File: src/rtl/tbl_search_seq.sv
// Binomial-table row search: returns the last row of column `col` whose cell qualifies
// against `num`, resolving one row bit per cycle behind valid/ready handshakes.
module tbl_search_seq #(
    parameter int unsigned NUM_WIDTH   = 10,
    parameter int unsigned ROWS_NUM    = 13,
    parameter int unsigned COLS_NUM    = 13,
    parameter int unsigned VALUE_WIDTH = 10,
    parameter int unsigned COL_WIDTH   = 4,
    parameter int unsigned ROW_WIDTH   = 4,
    parameter int unsigned STRICT      = 0
) (
    input  logic                   clk,
    input  logic                   rst,
    input  logic                   in_valid,
    output logic                   in_ready,
    input  logic [NUM_WIDTH-1:0]   num,
    input  logic [COL_WIDTH-1:0]   col,
    output logic                   out_valid,
    input  logic                   out_ready,
    output logic [ROW_WIDTH-1:0]   row,
    output logic [VALUE_WIDTH-1:0] val,
    output logic [NUM_WIDTH-1:0]   rem,
    output logic                   hit,
    output logic                   err
);

    localparam int unsigned CmpWidth = (NUM_WIDTH > VALUE_WIDTH) ? NUM_WIDTH : VALUE_WIDTH;
    localparam int unsigned RowSpan  = 2 ** ROW_WIDTH;
    localparam int unsigned ColSpan  = 2 ** COL_WIDTH;
    localparam longint unsigned MaxVal = (64'd1 << VALUE_WIDTH) - 64'd1;

    typedef enum logic [1:0] {StIdle, StSearch, StDone} state_e;

    function automatic longint unsigned binom(input int unsigned r, input int unsigned c);
        longint unsigned res;
        res = 64'd1;
        for (int unsigned i = 0; i < c; i++) begin
            if (i < r) res = res * 64'(r - i) / 64'(i + 1);
            else res = 64'd0;
        end
        return res;
    endfunction

    function automatic logic qualifies(input logic ok, input logic [VALUE_WIDTH-1:0] v,
                                       input logic [NUM_WIDTH-1:0] n);
        logic [CmpWidth-1:0] ve;
        logic [CmpWidth-1:0] ne;
        ve = CmpWidth'(v);
        ne = CmpWidth'(n);
        if (!ok) return 1'b0;
        return (STRICT != 0) ? (ve < ne) : (ve <= ne);
    endfunction

    // Padded to the full index space; cells outside the table or saturated never qualify.
    logic [VALUE_WIDTH-1:0] cell_val [RowSpan][ColSpan];
    logic                   cell_ok  [RowSpan][ColSpan];

    for (genvar r = 0; r < RowSpan; r++) begin : g_row
        for (genvar c = 0; c < ColSpan; c++) begin : g_col
            localparam longint unsigned Raw = binom(r, c);
            localparam bit Ok = (r < ROWS_NUM) && (c < COLS_NUM) && (Raw <= MaxVal);
            assign cell_val[r][c] = VALUE_WIDTH'(Raw);
            assign cell_ok[r][c]  = Ok;
        end
    end

    state_e                 state_q, state_d;
    logic [NUM_WIDTH-1:0]   num_q, num_d;
    logic [COL_WIDTH-1:0]   col_q, col_d;
    logic [ROW_WIDTH-1:0]   best_q, best_d;
    logic [ROW_WIDTH-1:0]   k_q, k_d;
    logic                   s_hit_q, s_hit_d;
    logic                   s_err_q, s_err_d;
    logic [ROW_WIDTH-1:0]   row_q, row_d;
    logic [VALUE_WIDTH-1:0] val_q, val_d;
    logic [NUM_WIDTH-1:0]   rem_q, rem_d;
    logic                   hit_q, hit_d;
    logic                   err_q, err_d;

    logic                   accept;
    logic                   col_err;
    logic                   row0_qual;
    logic [ROW_WIDTH-1:0]   probe;
    logic                   probe_hit;
    logic [ROW_WIDTH-1:0]   best_next;
    logic [VALUE_WIDTH-1:0] best_val;
    logic [NUM_WIDTH-1:0]   rem_calc;

    assign in_ready  = (state_q == StIdle) || ((state_q == StDone) && out_ready);
    assign accept    = in_valid && in_ready;
    assign col_err   = !(32'(col) < COLS_NUM);
    assign row0_qual = qualifies(cell_ok[0][col], cell_val[0][col], num);

    assign probe     = best_q | (ROW_WIDTH'(1) << k_q);
    assign probe_hit = s_hit_q && (32'(probe) < ROWS_NUM)
                       && qualifies(cell_ok[probe][col_q], cell_val[probe][col_q], num_q);
    assign best_next = probe_hit ? probe : best_q;
    assign best_val  = cell_val[best_next][col_q];
    assign rem_calc  = NUM_WIDTH'(CmpWidth'(num_q) - CmpWidth'(best_val));

    always_comb begin
        state_d = state_q;
        num_d   = num_q;
        col_d   = col_q;
        best_d  = best_q;
        k_d     = k_q;
        s_hit_d = s_hit_q;
        s_err_d = s_err_q;
        row_d   = row_q;
        val_d   = val_q;
        rem_d   = rem_q;
        hit_d   = hit_q;
        err_d   = err_q;

        unique case (state_q)
            StIdle: begin
                if (accept) state_d = StSearch;
            end
            StSearch: begin
                best_d = best_next;
                k_d    = k_q - ROW_WIDTH'(1);
                if (k_q == '0) begin
                    state_d = StDone;
                    hit_d   = s_hit_q;
                    err_d   = s_err_q;
                    if (s_hit_q) begin
                        row_d = best_next;
                        val_d = best_val;
                        rem_d = rem_calc;
                    end else begin
                        row_d = '0;
                        val_d = '0;
                        rem_d = num_q;
                    end
                end
            end
            StDone: begin
                if (out_ready) state_d = accept ? StSearch : StIdle;
            end
            default: state_d = StIdle;
        endcase

        // Accept can only happen in StIdle or StDone, so it never collides with a search step.
        if (accept) begin
            num_d   = num;
            col_d   = col;
            best_d  = '0;
            k_d     = ROW_WIDTH'(ROW_WIDTH - 1);
            s_err_d = col_err;
            s_hit_d = row0_qual && !col_err;
        end
    end

    always_ff @(posedge clk) begin
        if (rst) begin
            state_q <= StIdle;
            num_q   <= '0;
            col_q   <= '0;
            best_q  <= '0;
            k_q     <= '0;
            s_hit_q <= 1'b0;
            s_err_q <= 1'b0;
            row_q   <= '0;
            val_q   <= '0;
            rem_q   <= '0;
            hit_q   <= 1'b0;
            err_q   <= 1'b0;
        end else begin
            state_q <= state_d;
            num_q   <= num_d;
            col_q   <= col_d;
            best_q  <= best_d;
            k_q     <= k_d;
            s_hit_q <= s_hit_d;
            s_err_q <= s_err_d;
            row_q   <= row_d;
            val_q   <= val_d;
            rem_q   <= rem_d;
            hit_q   <= hit_d;
            err_q   <= err_d;
        end
    end

    assign out_valid = (state_q == StDone);
    assign row       = row_q;
    assign val       = val_q;
    assign rem       = rem_q;
    assign hit       = hit_q;
    assign err       = err_q;

endmodule

File: config.mk
export PLATFORM = sky130hd
export DESIGN_NAME = tbl_search_seq
export DESIGN_NICKNAME = d
export VERILOG_FILES = /design/src/rtl/tbl_search_seq.sv
export SDC_FILE = /design/constraint.sdc
export NUM_CORES = 1
export LEC_CHECK = 0
export BUFFER_PORTS_ARGS = -buffer_cell sky130_fd_sc_hd__buf_2
export CELL_PAD_IN_SITES_DETAIL_PLACEMENT = 2
export CELL_PAD_IN_SITES_GLOBAL_PLACEMENT = 2
export CORE_ASPECT_RATIO = 0.7
export CORE_MARGIN = 2
export CORE_UTILIZATION = 31
export CTS_CLUSTER_DIAMETER = 150
export CTS_CLUSTER_SIZE = 40
export DETAILED_ROUTE_END_ITERATION = 16
export PLACE_DENSITY = 0.87
export SLEW_MARGIN = 20
export SYNTH_ARGS = -nofsm -noshare
export SYNTH_HDL_FRONTEND = slang
export SYNTH_SLANG_ARGS = --single-unit
File: constraint.sdc
create_clock -name clk -period 7.6 [get_ports clk]
set_input_delay 0.38 -clock clk [delete_from_list [all_inputs] [get_ports clk]]
set_output_delay 0.38 -clock clk [all_outputs]
set_load 0.1 [all_outputs]
# Word level (Yosys, flattened, before mapping)
# Memories as Yosys holds them, arrays and structs flattened.
# Index checks and enable logic that the tools add are counted.
# op_classes
n_shift,1
muxes,32
n_eq_ne,5
addsub,2
n_reduce_logical,13
n_lt_le_gt_ge,8
n_bitwise,5
# op_table
op,n
two-way mux 160 bit,4
binary-select mux 10 bit (select 4 bit),2
two-way mux 10 bit,8
two-way mux 16 bit,2
>= comparator 5 bit (second input constant),4
<= comparator 10 bit,2
NOT 4 -> 5 bit,4
two-way mux 2 bit,5
subtractor 10 bit,1
< comparator 4 bit (second input constant),2
two-way mux 4 bit,2
two-way mux 1 bit,7
one-hot mux 2 bit (3 select lines),1
logical AND 1 bit,5
binary-select mux 1 bit (select 4 bit),1
zero test 4 bit,1
!= test 2 bit (second input constant),2
bitwise OR 4 bit,1
left shift 1 x 4 -> 4 bit (first input constant),1
subtractor 4 x 1 -> 4 bit (second input constant),1
AND reduction 3 bit,1
== test 2 x 1 -> 1 bit (second input constant),1
== test 2 bit (second input constant),1
zero test 2 bit,1
6 further kinds,6
# totals
register_bits,52
romBits,5552
n_memories,5
inputBits,18
# memory_table
memory,words,width,rd,rd_ports_with_merged_regs,write_ports,line_no,source
(no name shown),16,160,1,0,0,98,assign best_val = cell_val[best_next][col_q];
(no name shown),16,160,1,0,0,96,"&& qualifies(cell_ok[probe][col_q], cell_val[probe][col_q], num_q);"
(no name shown),16,16,1,0,0,96,
(no name shown),16,10,1,0,0,92,"assign row0_qual = qualifies(cell_ok[0][col], cell_val[0][col], num);"
(no name shown),16,1,1,0,0,92,

# Depth between registers and ports, before layout
# Gate-level depths: netlist (run 1).
# logic_depth
word_depth,22
mapped_depth,40
ltp_nobuf,35

# Worst setup path before layout (run 1)
# No wires, ideal clock.
# synth_path
path_kind,reg2reg
startpoint,register k_q[0]
endpoint,"register rem_q[9], in the netlist rem[9]"
setup_slack_ps,-166
t_arrival_ps,7675
path_stages_with_launch,39
period_less_slack_ps,7766
setup_ps,91
cell_sequence,dfxtp_1 > buf_2 > nor4b_1 > or2_2 > clkbuf_1 > clkbuf_1 > buf_1 > ha_1 > mux2_2 > o221ai_1 > a21oi_1 > o221ai_1 > a21boi_0 > ha_1 > and4_1 > o211ai_1 > and4b_1 > buf_2 > (+3 left out) > buf_1 > ha_1 > nor2b_1 > a31oi_1 > a21oi_1 > a31oi_1 > o211ai_1 > o22ai_1 > ha_1 > nor2b_1 > o21ai_0 > a21boi_0 > o21ai_0 > a21oi_1 > o211ai_1 > a21oi_1 > or4_1 > a311oi_1
# synth_between
elab_chain_len,22
word_cells_on_any_way,32
# synth_lines
item,line_no,source
start: declaration,71,"logic [ROW_WIDTH-1:0] k_q, k_d;"
start signal: assignment,173,k_q <= k_d;
left shift 1 x 4 -> 4 bit *,94,assign probe = best_q | (ROW_WIDTH'(1) << k_q);
bitwise OR 4 bit *,94,
NOT 4 -> 5 bit (not written as such),96,
memory (16 x 160 bit),--,
two-way mux 160 bit (not written as such) (2 in series),96,
binary-select mux 10 bit (select 4 bit),96,
two-way mux 10 bit (not written as such) (2 in series),96,
<= comparator 10 bit,51,return (STRICT != 0) ? (ve < ne) : (ve <= ne);
(+3 left out),--,
net best_next[2],85,logic [ROW_WIDTH-1:0] best_next;
NOT 4 -> 5 bit (not written as such) *,98,
memory (16 x 160 bit) *,--,
two-way mux 160 bit (not written as such) * (2 in series),98,
binary-select mux 10 bit (select 4 bit) *,98,
two-way mux 10 bit (not written as such) * (2 in series),98,
subtractor 10 bit *,99,assign rem_calc = NUM_WIDTH'(CmpWidth'(num_q) - CmpWidth'(best_val));
two-way mux 10 bit *,126,if (s_hit_q) begin
end signal: assignment,178,rem_q <= rem_d;
end: declaration,76,"logic [NUM_WIDTH-1:0] rem_q, rem_d;"
# The timed path passes the listed nets; every way through them passes the cells marked *. The select of a mux whose other input is x is not followed.
# A chain may end at the register's enable or synchronous reset.

# Worst setup path after layout (run 1)
# layout_path
startpoint,register k_q[3]
endpoint,"register rem_q[9], in the netlist rem[9]"
# layout_between
elab_chain_len,22
word_cells_on_any_way,32
# layout_lines
item,line_no,source
left shift 1 x 4 -> 4 bit,94,
bitwise OR 4 bit,94,
NOT 4 -> 5 bit (not written as such),96,
memory (16 x 160 bit),--,
two-way mux 160 bit (not written as such) (2 in series),96,
binary-select mux 10 bit (select 4 bit),96,
two-way mux 10 bit (not written as such) (2 in series),96,
<= comparator 10 bit,51,
(+2 left out),--,
two-way mux 4 bit,97,assign best_next = probe_hit ? probe : best_q;
NOT 4 -> 5 bit (not written as such),98,
memory (16 x 160 bit),--,
two-way mux 160 bit (not written as such) (2 in series),98,
binary-select mux 10 bit (select 4 bit),98,
two-way mux 10 bit (not written as such) (2 in series),98,
subtractor 10 bit,99,
two-way mux 10 bit,126,
# Parallel ways exist; a longest one is shown, timed or not. The select of a mux whose other input is x is not followed.

==> run_results.csv, run 1 <==
group,metric,value,unit
logic_synthesis,yosysWarningCount,0,
sta,hold_viol,0,
critical_path,crit_fanout,9,
logic_synthesis,syn_nets,954,
clock_network,cts_tree,"built",
clock_network,clk_pin_slew,0.08,ns
logic_synthesis,synth_cells,891,
logic_synthesis,synth.distinct_cells,80,
global_routing,grt_usage,34.30,%
clock_network,clock_sinks,52,
critical_path,setup.worst_path.class,"reg2reg",
logic_synthesis,netlist_area,5972,um^2
power_and_ir_drop,p_clk_share,20.7,%
finish,fillers,2178,
clock_network,clkLatencyLatePin,0.34,ns
floorplanning,fp.coreArea,18870,um^2
power_and_ir_drop,p_int,0.6932,mW
floorplanning,fp.dieW,169.9,um
status,violations,"negative setup slack",
sta,setup_viol,3,
global_routing,overflow,0,
placement,hpwl,24.30,mm
power_and_ir_drop,peakVddDrop,0.00009531,V
sta,fin_crit_sh,104.2,%
placement,place.gp.congestion,0.9618,
power_and_ir_drop,sw_frac_of_total,49.71,%
critical_path,cp-start-kind,"flop",
sta,relSlewSlack,27.23,%
critical_path,slowest_stage,"or4_1",
floorplanning,fp.dieH,120.1,um
global_routing,grt_pass1_vias,8289,
power_and_ir_drop,power_frac_seq,22.6,%
clock_network,cts_buffers,5,
logic_synthesis,postSynthAreaPerCell,6.703,um^2
power_and_ir_drop,fin_total_pwr,1.379,mW
finish,drive_above_1_share,24.05,%
floorplanning,rows,42,
floorplanning,ioPinCount,46,
placement,io_buffers,45,
clock_network,ctsHoldBuffers,0,
route,viasPerCell,7.161,
critical_path,critPathRequiredTime,7.81,ns
sta,setup_slack,-0.3177,ns
floorplanning,initial_utilization,31.66,%
global_routing,grt_max_degree,59,
sta,finalMaxSlewViolations,0,
route,drc,0,
logic_synthesis,synth-edff-count,0,
route,drtIter0Drc,1402,
sta,hold_slack,0.3096,ns
clock_network,ctsHtreeMaxLevel,2,
critical_path,critPathCaptureType,"flop",
status,status,"finished, violations left",
power_and_ir_drop,switching_power,0.6853,mW
route,drt-total-wl,39.31,mm
hold_path,hold_class,"in2reg",
route,ant_nets,0,
logic_synthesis,ys.flop_type,"dfxtp_1",
clock_network,root_buffer,"clkbuf_16",
sta,min_period,7.918,ns
logic_synthesis,synth_seq_area_share,17.43,%
sta,worst_pin_slew,1.089,ns
flow_run,max_cap_violations,0,
critical_path,critPathMaxStageDelay,0.47,ns
sta,finClkSkew,0.01577,ns
finish,num-nets-final,1016,
route,avgRoutedWirePerCell,32.90,um
finish,synthToLayoutAreaGrowth,23.51,%
route,num_vias,8557,
logic_synthesis,async_reset_ff_share,0,%
global_routing,antenna_found_initial,1,
power_and_ir_drop,p_leak,2.847,nW
floorplanning,die_area,20410,um^2
clock_network,cts_max_path_buffers,2,
critical_path,worstPathArrival,8.12,ns
route,drt_first_pass_iters,6,
sta,fmax,0.1263,GHz
logic_synthesis,ys_seq_elements,52,
global_routing,grt_pass1_wl,52.94,mm
power_and_ir_drop,p_comb_share,56.6,%
power_and_ir_drop,powerDensity,186.9,nW/um^2
[per-layer routing]
layer | wire (um) | track usage (%) | vias up
li1 | - | - | 3423
met2 | 17280 | 53.72 | 717
met5 | 0 | 0 | -
met3 | 4267 | 7.025 | 215
met1 | 15070 | 45.56 | 4202
met4 | 2692 | 15.12 | 0
[area by class of cell]
class | count | area [um^2] | area share, %
antenna | 1 | 2.502 | 0.03393
inverter | 37 | 150.1 | 2.036
clock inverter | 1 | 30.03 | 0.4071
sequential | 52 | 1059 | 14.35
timing repair buffer | 141 | 978.4 | 13.27
clock buffer | 5 | 125.1 | 1.696
tap | 242 | 302.8 | 4.105
multi-input combinational | 716 | 4728 | 64.11
[cells in the mapped netlist (6+ instances only)]
master,number,area [um^2]
nand2_1,111,416.7
a21oi_1,100,500.5
nor2_1,93,349.1
o21ai_0,67,335.3
clkbuf_1,61,229.0
dfxtp_1,52,1041
ha_1,44,550.5
inv_1,32,120.1
nor3_1,26,130.1
a31oi_1,24,150.1
o211ai_1,20,150.1
nand3_1,19,95.09
a211oi_1,18,135.1
buf_1,13,48.80
o22ai_1,12,75.07
a22oi_1,9,67.56
a311oi_1,9,78.83
buf_2,9,45.04
a211o_1,8,70.07
mux2i_1,8,80.08
o221ai_1,7,61.31
nor2b_1,6,37.54
o2111ai_1,6,52.55
o31ai_1,6,45.04
[logic make-up (layout without fill, tap and decap cells)]
logic type	after synthesis	after routing	synth area share, %
xor gates and xnor gates	9	9	1.320
other	0	1	0
DFF	52	52	17.43
adders and majority gates	45	45	9.554
buffers and inverters	123	184	8.234
AOI/OAI and AO/OA	353	353	38.99
muxes	12	12	2.284
and+or+nand+nor	297	297	22.19
[flip-flops by register name, summed over array words and instances, names as in the netlist, 2 cells and up]
name and cells:
col_q 4, rem 10, row 4, val 10, state_q 2, k_q 4
num_q 10, best_q 4
[power by group through the flow]
stage / logic [mW] / clock network (mW) / registers (mW)
2_1_floorplan: 0.368 / 0 / 0.339
4_1_cts: 0.661 / 0.274 / 0.308
3_3_place_gp: 0.591 / 0 / 0.310
5_1_grt: 0.808 / 0.290 / 0.312
6_report: 0.781 / 0.286 / 0.312
3_5_place_dp: 0.624 / 0 / 0.312
[stage by stage]
stage | std cells | area (um^2) | util (%) | worst slack [ns] | TNS, ns
after global routing | 1194 | 7373 | 39.08 | -0.7483 | -1.327
after floorplan | 891 | 5974 | - | 0.06650 | 0
after global placement | 1161 | 6698 | 35.50 | -0.02006 | -0.02006
final | 1195 | 7376 | 39.10 | -0.3177 | -0.4683
after CTS | 1171 | 6987 | 37.03 | 0.0007416 | 0
after detailed placement | 1161 | 6698 | 35.50 | -0.4934 | -0.8704
[cells in the final DEF, fill, tap and decap left out, types with 5 or more instances in the layout]
cell type  count
ha_2           9
a21oi_2       11
ha_1          33
nor2b_1        5
inv_1         31
o211ai_1      20
nor4_1         5
o221ai_1       7
a22oi_1        9
mux2i_1        8
a31oi_1       22
nor3_1        24
clkbuf_16      5
o21ai_0       53
o31ai_1        6
dfxtp_1       46
nand2_1      111
o22ai_1       10
xnor2_1        5
a211o_1        8
nand4_1        5
buf_4         92
nand3_1       19
a21oi_1       90
buf_2         45
a311oi_1       6
o21ai_1       15
a221oi_1       5
nor2_2         5
and3_1         5
a211oi_1      15
nor2_1        86
[path summary, 6_finish.rpt]
check                                     startpoint               endpoint  slack (ns)  cells past startpoint
worst max-delay path             k_q[3]$_SDFFE_PP0P_    rem[9]$_SDFFE_PP0P_       -0.32                     33
worst min-delay path                          num[6]  num_q[6]$_SDFFE_PP0P_        0.31                      3
worst max register to register   k_q[3]$_SDFFE_PP0P_    rem[9]$_SDFFE_PP0P_       -0.32                     33
worst min register to register  s_err_q$_SDFFE_PP0P_   s_err_q$_SDFFE_PP0P_        0.49                      2
[repair_timing]
item | CTS | global route
hold endpoints to repair | 0 | 0
setup buffers | 4 | 23
pin swaps | 3 | 29
endpoints found under the setup margin | 5 | 5
resized for setup | 35 | 61
[critical path: cells and delay by family, from the launching register on]
kind,cells,cell delay [ns]
flip-flops,1,0.39
buffers and inverters,3,0.53
adder cells (fa/ha/maj),4,1.01
AO/OA/AOI/OAI,17,3.58
AND/OR/NAND/NOR,9,2.26
Power figures use the tool's default switching activity.
==> inputs of run 2 (changes only) <==
ABC_AREA = 1   (was not set)
CORE_UTILIZATION = 30   (was 31)
PLACE_DENSITY = 0.88   (was 0.87)
==> run_results.csv, run 2 <==
group,metric,value,unit
status,status,"complete, no violations",
route,met2_length,13.96,mm
critical_path,r2r_start,"k_q[1]$_SDFFE_PP0P_",
logic_synthesis,synth.most_common_cell,"nand2_1",
logic_synthesis,yosys-top-cells-count,"nand2_1, a21oi_1, inv_1",
route,num_vias,7599,
logic_synthesis,synth_seq_area_share,17.96,%
floorplanning,rows,42,
power_and_ir_drop,peakVddDrop,0.00009406,V
clock_network,clock_sinks,52,
global_routing,grt_usage,31.21,%
clock_network,root_buffer,"clkbuf_16",
power_and_ir_drop,p_leak,2.849,nW
critical_path,cp-startpoint,"k_q[1]$_SDFFE_PP0P_",
critical_path,critPathMaxStageDelay,0.45,ns
hold_path,min-delay-start,"out_ready",
floorplanning,die_area,20460,um^2
finish,layout_common_cells,"nand2_1, a21oi_1, inv_1, nand3_1, nor2_1",
route,drtIter0Drc,872,
critical_path,cp-start-kind,"flop",
route,drt_first_pass_iters,5,
critical_path,slowest_stage,"a2111oi_1",
placement,io_buffers,45,
sta,hold_viol,0,
sta,fmax,0.1378,GHz
critical_path,critPathRequiredTime,7.78,ns
sta,worst_pin_slew,0.7948,ns
clock_network,cts_tree,"built",
logic_synthesis,synth-edff-count,0,
logic_synthesis,synth.distinct_cells,55,
clock_network,cts_max_path_buffers,2,
global_routing,grt_max_degree,35,
route,wl_met1,13.99,mm
power_and_ir_drop,powerDensity,196.6,nW/um^2
finish,synthToLayoutAreaGrowth,12.13,%
clock_network,clkLatencyLatePin,0.32,ns
critical_path,crit_fanout,15,
sta,min_period,7.256,ns
logic_synthesis,yosys-top-cells-area,"dfxtp_1, nand2_1, ha_1",
logic_synthesis,ys_seq_elements,52,
sta,finalSetupTns,0,ns
logic_synthesis,netlist_area,5796,um^2
finish,fillers,2389,
placement,place.gp.congestion,0.9890,
finish,fin_util,34.35,%
sta,rsz0062_at_grt,"no",
finish,multi_input_area,4156,um^2
global_routing,grt_pass1_vias,8020,
clock_network,clk_pin_slew,0.08,ns
route,ant_nets,0,
global_routing,antenna_found_initial,0,
floorplanning,ioPinCount,46,
logic_synthesis,yosysWarningCount,0,
global_routing,grt_pass1_wl,48.48,mm
route,avgRoutedWirePerCell,25.81,um
logic_synthesis,syn_nets,1030,
logic_synthesis,postSynthAreaPerCell,5.993,um^2
flow_run,max_cap_violations,0,
route,maxUsedRoutingLayer,"met4",
floorplanning,fp.dieW,170.1,um
route,drc,0,
global_routing,overflow,0,
critical_path,setup.worst_path.class,"reg2reg",
logic_synthesis,synth_top_area_share,17.96,%
sta,setup_viol,0,
logic_synthesis,yosysTopAreaCell,"dfxtp_1",
floorplanning,fp.coreArea,18920,um^2
clock_network,cts_buffers,5,
placement,hpwl,23.04,mm
floorplanning,fp.dieH,120.3,um
logic_synthesis,async_reset_ff_share,0,%
critical_path,critPathCaptureType,"flop",
sta,finClkSkew,0.008798,ns
hold_path,hold_class,"in2reg",
critical_path,worstPathArrival,7.44,ns
route,route.met3.wl,2.932,mm
critical_path,crit_top_cell,"nand2_1",
finish,drive_above_1_share,13.97,%
logic_synthesis,synth_cells,967,
route,drt-total-wl,31.95,mm
sta,fin_crit_sh,95.47,%
sta,finalMaxSlewViolations,0,
finish,mostFrequentLayoutCell,"nand2_1",
route,viasPerCell,6.138,
logic_synthesis,ys.flop_type,"dfxtp_1",
clock_network,ctsHtreeMaxLevel,2,
sta,relSlewSlack,46.82,%
finish,num-nets-final,1057,
finish,seq_area,1041,um^2
floorplanning,initial_utilization,30.63,%
run 2: logic make-up (layout without fill, tap and decap cells):
family                     after synthesis  in the layout  synth area share [%]
buffers and inverters                  161            189                 11.70
xor gates and xnor gates                 7              7                 1.058
other                                    0              1                     0
DFF                                     52             52                 17.96
adders and majority gates               45             45                 9.845
and+or+nand+nor                        430            430                 32.40
AOI/OAI and AO/OA                      272            272                 27.03
run 2: critical path: cells and delay by family, from the launching register on:
family                   cells  cell delay, ns
buffers and inverters        5            0.67
XOR/XNOR                     1            0.16
flip-flops                   1            0.42
adder cells (fa/ha/maj)      4            1.19
AND/OR/NAND/NOR             17            2.61
AO/OA/AOI/OAI               11            2.03
run 2: per-stage QoR:
| stage | hold slack, ns | area (um^2) | power (mW) | setup slack, ns | instances |
|---|---|---|---|---|---|
| final | 0.3415 | 6499 | 1.278 | 0.3441 | 1238 |
| after global routing | 0.3563 | 6496 | 1.337 | 0.004100 | 1237 |
| after CTS | 0.3443 | 6409 | 1.232 | 0.2233 | 1236 |
| after detailed placement | 0.4558 | 6264 | 0.9655 | 0.4277 | 1228 |
| after global placement | 0.4495 | 6264 | 0.9324 | 0.6846 | 1228 |
| after floorplan | 0.4301 | 5796 | 0.7357 | 1.919 | 967 |
run 2: power breakdown:
group          internal, mW  switching (mW)
Sequential            0.289          0.0188
Clock                 0.124           0.128
Combinational         0.187           0.530
Total                 0.600           0.677
run 2: repair_timing:
item / CTS / global route
buffers inserted: 0 / 1
gates resized for setup: 0 / 20
endpoints found under the setup margin: 0 / 5
hold endpoints to repair: 0 / 0
hold buffers: 0 / 0
run 2: worst paths after layout:
path	cells past startpoint	slack (ns)	endpoint
setup / recovery	38	0.34	rem[7]$_SDFFE_PP0P_
hold / removal	4	0.34	state_q[1]$_SDFFE_PP0P_
setup reg to reg	38	0.34	rem[7]$_SDFFE_PP0P_
hold reg to reg	2	0.46	row[1]$_SDFFE_PP0P_
run 2: cell type report:
type | count | area share (%)
Antenna cell | 1 | 0.03851
Clock buffer | 6 | 1.983
Clock inverter | 2 | 0.2503
Inverter | 108 | 6.392
Multi-Input combinational cell | 754 | 63.96
Sequential cell | 52 | 16.02
Tap cell | 242 | 4.659
Timing Repair Buffer | 73 | 6.700
run 2: layer usage:
metal | global-route usage [%] | vias up
met2 | 48.30 | 391
met3 | 9.787 | 101
met4 | 11.59 | 0
met1 | 40.65 | 3784
met5 | 0 | -
li1 | - | 3323
==> inputs of run 3 (changes only) <==
clock period = 6.1 ns   (was 7.6 ns; I/O delays follow)
==> run_results.csv, run 3 <==
group,metric,value,unit
logic_synthesis,synth.most_common_cell,"nand2_1",
logic_synthesis,ys.flop_type,"dfxtp_1",
sta,worst_endpoint,"rem[9]$_SDFFE_PP0P_/D",
floorplanning,rows,42,
logic_synthesis,synth_cells,967,
sta,worstEpCategory,"register input",
floorplanning,fp.dieH,120.3,um
logic_synthesis,synth-edff-count,0,
floorplanning,fp.dieW,170.1,um
status,status,"stopped before the end",
placement,io_buffers,45,
status,lastStage,"5_1_grt",
floorplanning,initial_utilization,30.63,%
logic_synthesis,netlist_area,5796,um^2
floorplanning,ioPinCount,46,
logic_synthesis,syn_nets,1030,
logic_synthesis,yosys-top-cells-count,"nand2_1, a21oi_1, inv_1",
logic_synthesis,synth_seq_area_share,17.96,%
logic_synthesis,yosys-top-cells-area,"dfxtp_1, nand2_1, ha_1",
logic_synthesis,ys_seq_elements,52,
global_routing,overflow,41,
global_routing,grt_usage,63.31,%
logic_synthesis,yosysWarningCount,0,
logic_synthesis,postSynthAreaPerCell,5.993,um^2
global_routing,grt_max_degree,35,
clock_network,clock_sinks,52,
logic_synthesis,synth_top_area_share,17.96,%
logic_synthesis,yosysTopAreaCell,"dfxtp_1",
clock_network,cts_buffers,5,
status,error,"[ERROR GRT-0232] Routing congestion too high. Check the congestion heatmap in the GUI.",
placement,place.gp.congestion,1.070,
logic_synthesis,async_reset_ff_share,0,%
clock_network,ctsHtreeMaxLevel,2,
clock_network,root_buffer,"clkbuf_16",
clock_network,cts_max_path_buffers,2,
logic_synthesis,synth.distinct_cells,55,
placement,hpwl,31.03,mm
[run 3: cell counts after synthesis]
No cell type changed its count.
[run 3: through the flow]
step / utilization [%] / setup slack (ns) / std cells / instance area (um^2)
after floorplan: - / 0.4188 / 967 / 5796
after global placement: 38.82 / -0.3661 / 1372 / 7345
after detailed placement: 38.82 / -1.527 / 1372 / 7345
after CTS: 46.23 / -0.1656 / 1417 / 8746
[run 3: repair_timing]
item,CTS
pin swaps,72
endpoints found under the setup margin,14
resized for setup,242
setup buffers,38
hold buffers,0
[run 3: cell families after synthesis]
| logic type | share of synthesized area (%) |
|---|---|
| AOI/OAI and AO/OA | 27.03 |
| and+or+nand+nor | 32.40 |
| xor gates and xnor gates | 1.058 |
| buffers and inverters | 11.70 |
| adders and majority gates | 9.845 |
| DFF | 17.96 |
[run 3: layer usage]
layer / global-route usage (%) / GRT overflow
met5: 12.28 / 0
met4: 60.58 / 24
met2: 84.91 / 16
met1: 65.12 / 0
met3: 40.72 / 1
==> inputs of run 4 (changes only) <==
CELL_PAD_IN_SITES_DETAIL_PLACEMENT = not set   (was 2)
CELL_PAD_IN_SITES_GLOBAL_PLACEMENT = not set   (was 2)
CORE_ASPECT_RATIO = not set   (was 0.7)
CORE_UTILIZATION = 33   (was 30)
CTS_CLUSTER_DIAMETER = not set   (was 150)
CTS_CLUSTER_SIZE = not set   (was 40)
PLACE_DENSITY = not set   (was 0.88)
PLACE_DENSITY_LB_ADDON = 0.15   (was not set)
clock period = 7.9 ns   (was 6.1 ns; I/O delays follow)
==> run_results.csv, run 4 (synthesis results as in run 2) <==
group,metric,value,unit
power_and_ir_drop,powerDensity,176.9,nW/um^2
route,route.met3.wl,1.814,mm
finish,layout_common_cells,"nand2_1, a21oi_1, inv_1, nor2_1, nand3_1",
floorplanning,rows,48,
placement,io_buffers,45,
clock_network,cts_setup_buffers,0,
clock_network,clk_pin_slew,0.07,ns
sta,rsz0062_at_grt,"no",
route,drtIter0Drc,954,
critical_path,cp-start-kind,"flop",
critical_path,crit_family,"simple AND/OR/NAND/NOR gates",
placement,placedCellCount,1202,
sta,fin_crit_sh,90.39,%
sta,setup_viol,0,
finish,seq_area,1041,um^2
status,status,"complete, no violations",
critical_path,critPathMaxStageDelay,0.50,ns
sta,relSlewSlack,49.73,%
critical_path,slowest_stage,"a2111oi_1",
critical_path,setup.worst_path.class,"reg2reg",
floorplanning,initial_utilization,33.62,%
placement,place.gp.congestion,0.9589,
clock_network,root_buffer,"clkbuf_16",
global_routing,overflow,0,
flow_run,max_cap_violations,0,
finish,fillers,1902,
critical_path,crit_top_cell,"nand2_1",
floorplanning,fp.dieH,136.5,um
finish,synthToLayoutAreaGrowth,9.499,%
sta,finalSetupTns,0,ns
clock_network,clkLatencyLatePin,0.29,ns
route,ant_nets,0,
route,met2_length,9.535,mm
floorplanning,die_area,18640,um^2
critical_path,critPathCaptureType,"flop",
global_routing,grt_pass1_wl,35.62,mm
sta,fmax,0.1400,GHz
clock_network,cts_buffers,5,
global_routing,grt_max_degree,42,
finish,multi_input_area,4080,um^2
critical_path,worstPathArrival,7.30,ns
route,drt_first_pass_iters,7,
route,drt-total-wl,22.64,mm
floorplanning,fp.coreArea,17240,um^2
power_and_ir_drop,peakVddDrop,0.0001079,V
global_routing,antenna_found_initial,0,
finish,stdcell_count,1210,
route,maxUsedRoutingLayer,"met4",
global_routing,grt_pass1_vias,6393,
clock_network,cts_tree,"built",
finish,num_antenna_cells,0,
finish,num-nets-final,1047,
sta,finalMaxSlewViolations,0,
finish,fin_util,36.82,%
clock_network,cts_max_path_buffers,2,
power_and_ir_drop,fin_total_pwr,1.123,mW
sta,min_period,7.141,ns
critical_path,crit_buf_inv,3,
placement,hpwl,16.59,mm
sta,hold_viol,0,
floorplanning,fp.dieW,136.5,um
route,viasPerCell,5.719,
clock_network,ctsHoldBuffers,0,
power_and_ir_drop,p_leak,2.803,nW
clock_network,ctsHtreeMaxLevel,2,
finish,drive_above_1_share,11.68,%
route,drc,0,
critical_path,crit_fanout,13,
clock_network,clock_sinks,52,
clock_network,cts.repair.resized,0,
floorplanning,ioPinCount,46,
route,avgRoutedWirePerCell,18.71,um
finish,mostFrequentLayoutCell,"nand2_1",
hold_path,hold_class,"in2reg",
global_routing,grt_usage,24.23,%
sta,finClkSkew,0.005005,ns
route,num_vias,6920,
sta,worst_pin_slew,0.7513,ns
critical_path,critPathRequiredTime,8.06,ns
route,wl_met1,10.32,mm
sta,hold_slack,0.3720,ns
-- run 4: through the flow --
stage | area [um^2] | setup WS, ns
final | 6346 | 0.7592
after detailed placement | 6175 | 0.8402
after floorplan | 5796 | 2.219
after global routing | 6346 | 0.1130
after global placement | 6175 | 0.7187
after CTS | 6342 | 0.8223
-- run 4: worst paths after layout --
kind | startpoint | to | slack [ns] | cells after the start
hold / removal | out_ready | state_q[1]$_SDFFE_PP0P_ | 0.37 | 4
hold reg to reg | rem[5]$_SDFFE_PP0P_ | rem[5]$_SDFFE_PP0P_ | 0.46 | 2
setup / recovery | k_q[2]$_SDFFE_PP0P_ | rem[8]$_SDFFE_PP0P_ | 0.76 | 40
setup reg to reg | k_q[2]$_SDFFE_PP0P_ | rem[8]$_SDFFE_PP0P_ | 0.76 | 40
-- run 4: where the power goes --
group          switching (mW)  internal, mW
registers              0.0140         0.278
clock network           0.104         0.149
logic                   0.415         0.162
-- run 4: worst min-delay path, cell delays in order --
cell and delay, ns:
buf_2 0.07, inv_1 0.04, nand2_1 0.06, a21oi_1 0.06
-- run 4: per-layer routing --
layer  up-vias  GRT usage (%)
met5         -              0
met1      3131          34.65
met3        82          3.963
li1       3302              -
met4         0          10.24
met2       405          35.69
-- run 4: area by class of cell --
class	instances	share of cell area [%]
clock buffers	5	1.972
clock inverters	3	0.6703
inverters	108	6.546
multi-input cells	754	64.29
flip-flops and latches	52	16.40
well taps	225	4.436
repair buffers	63	5.678
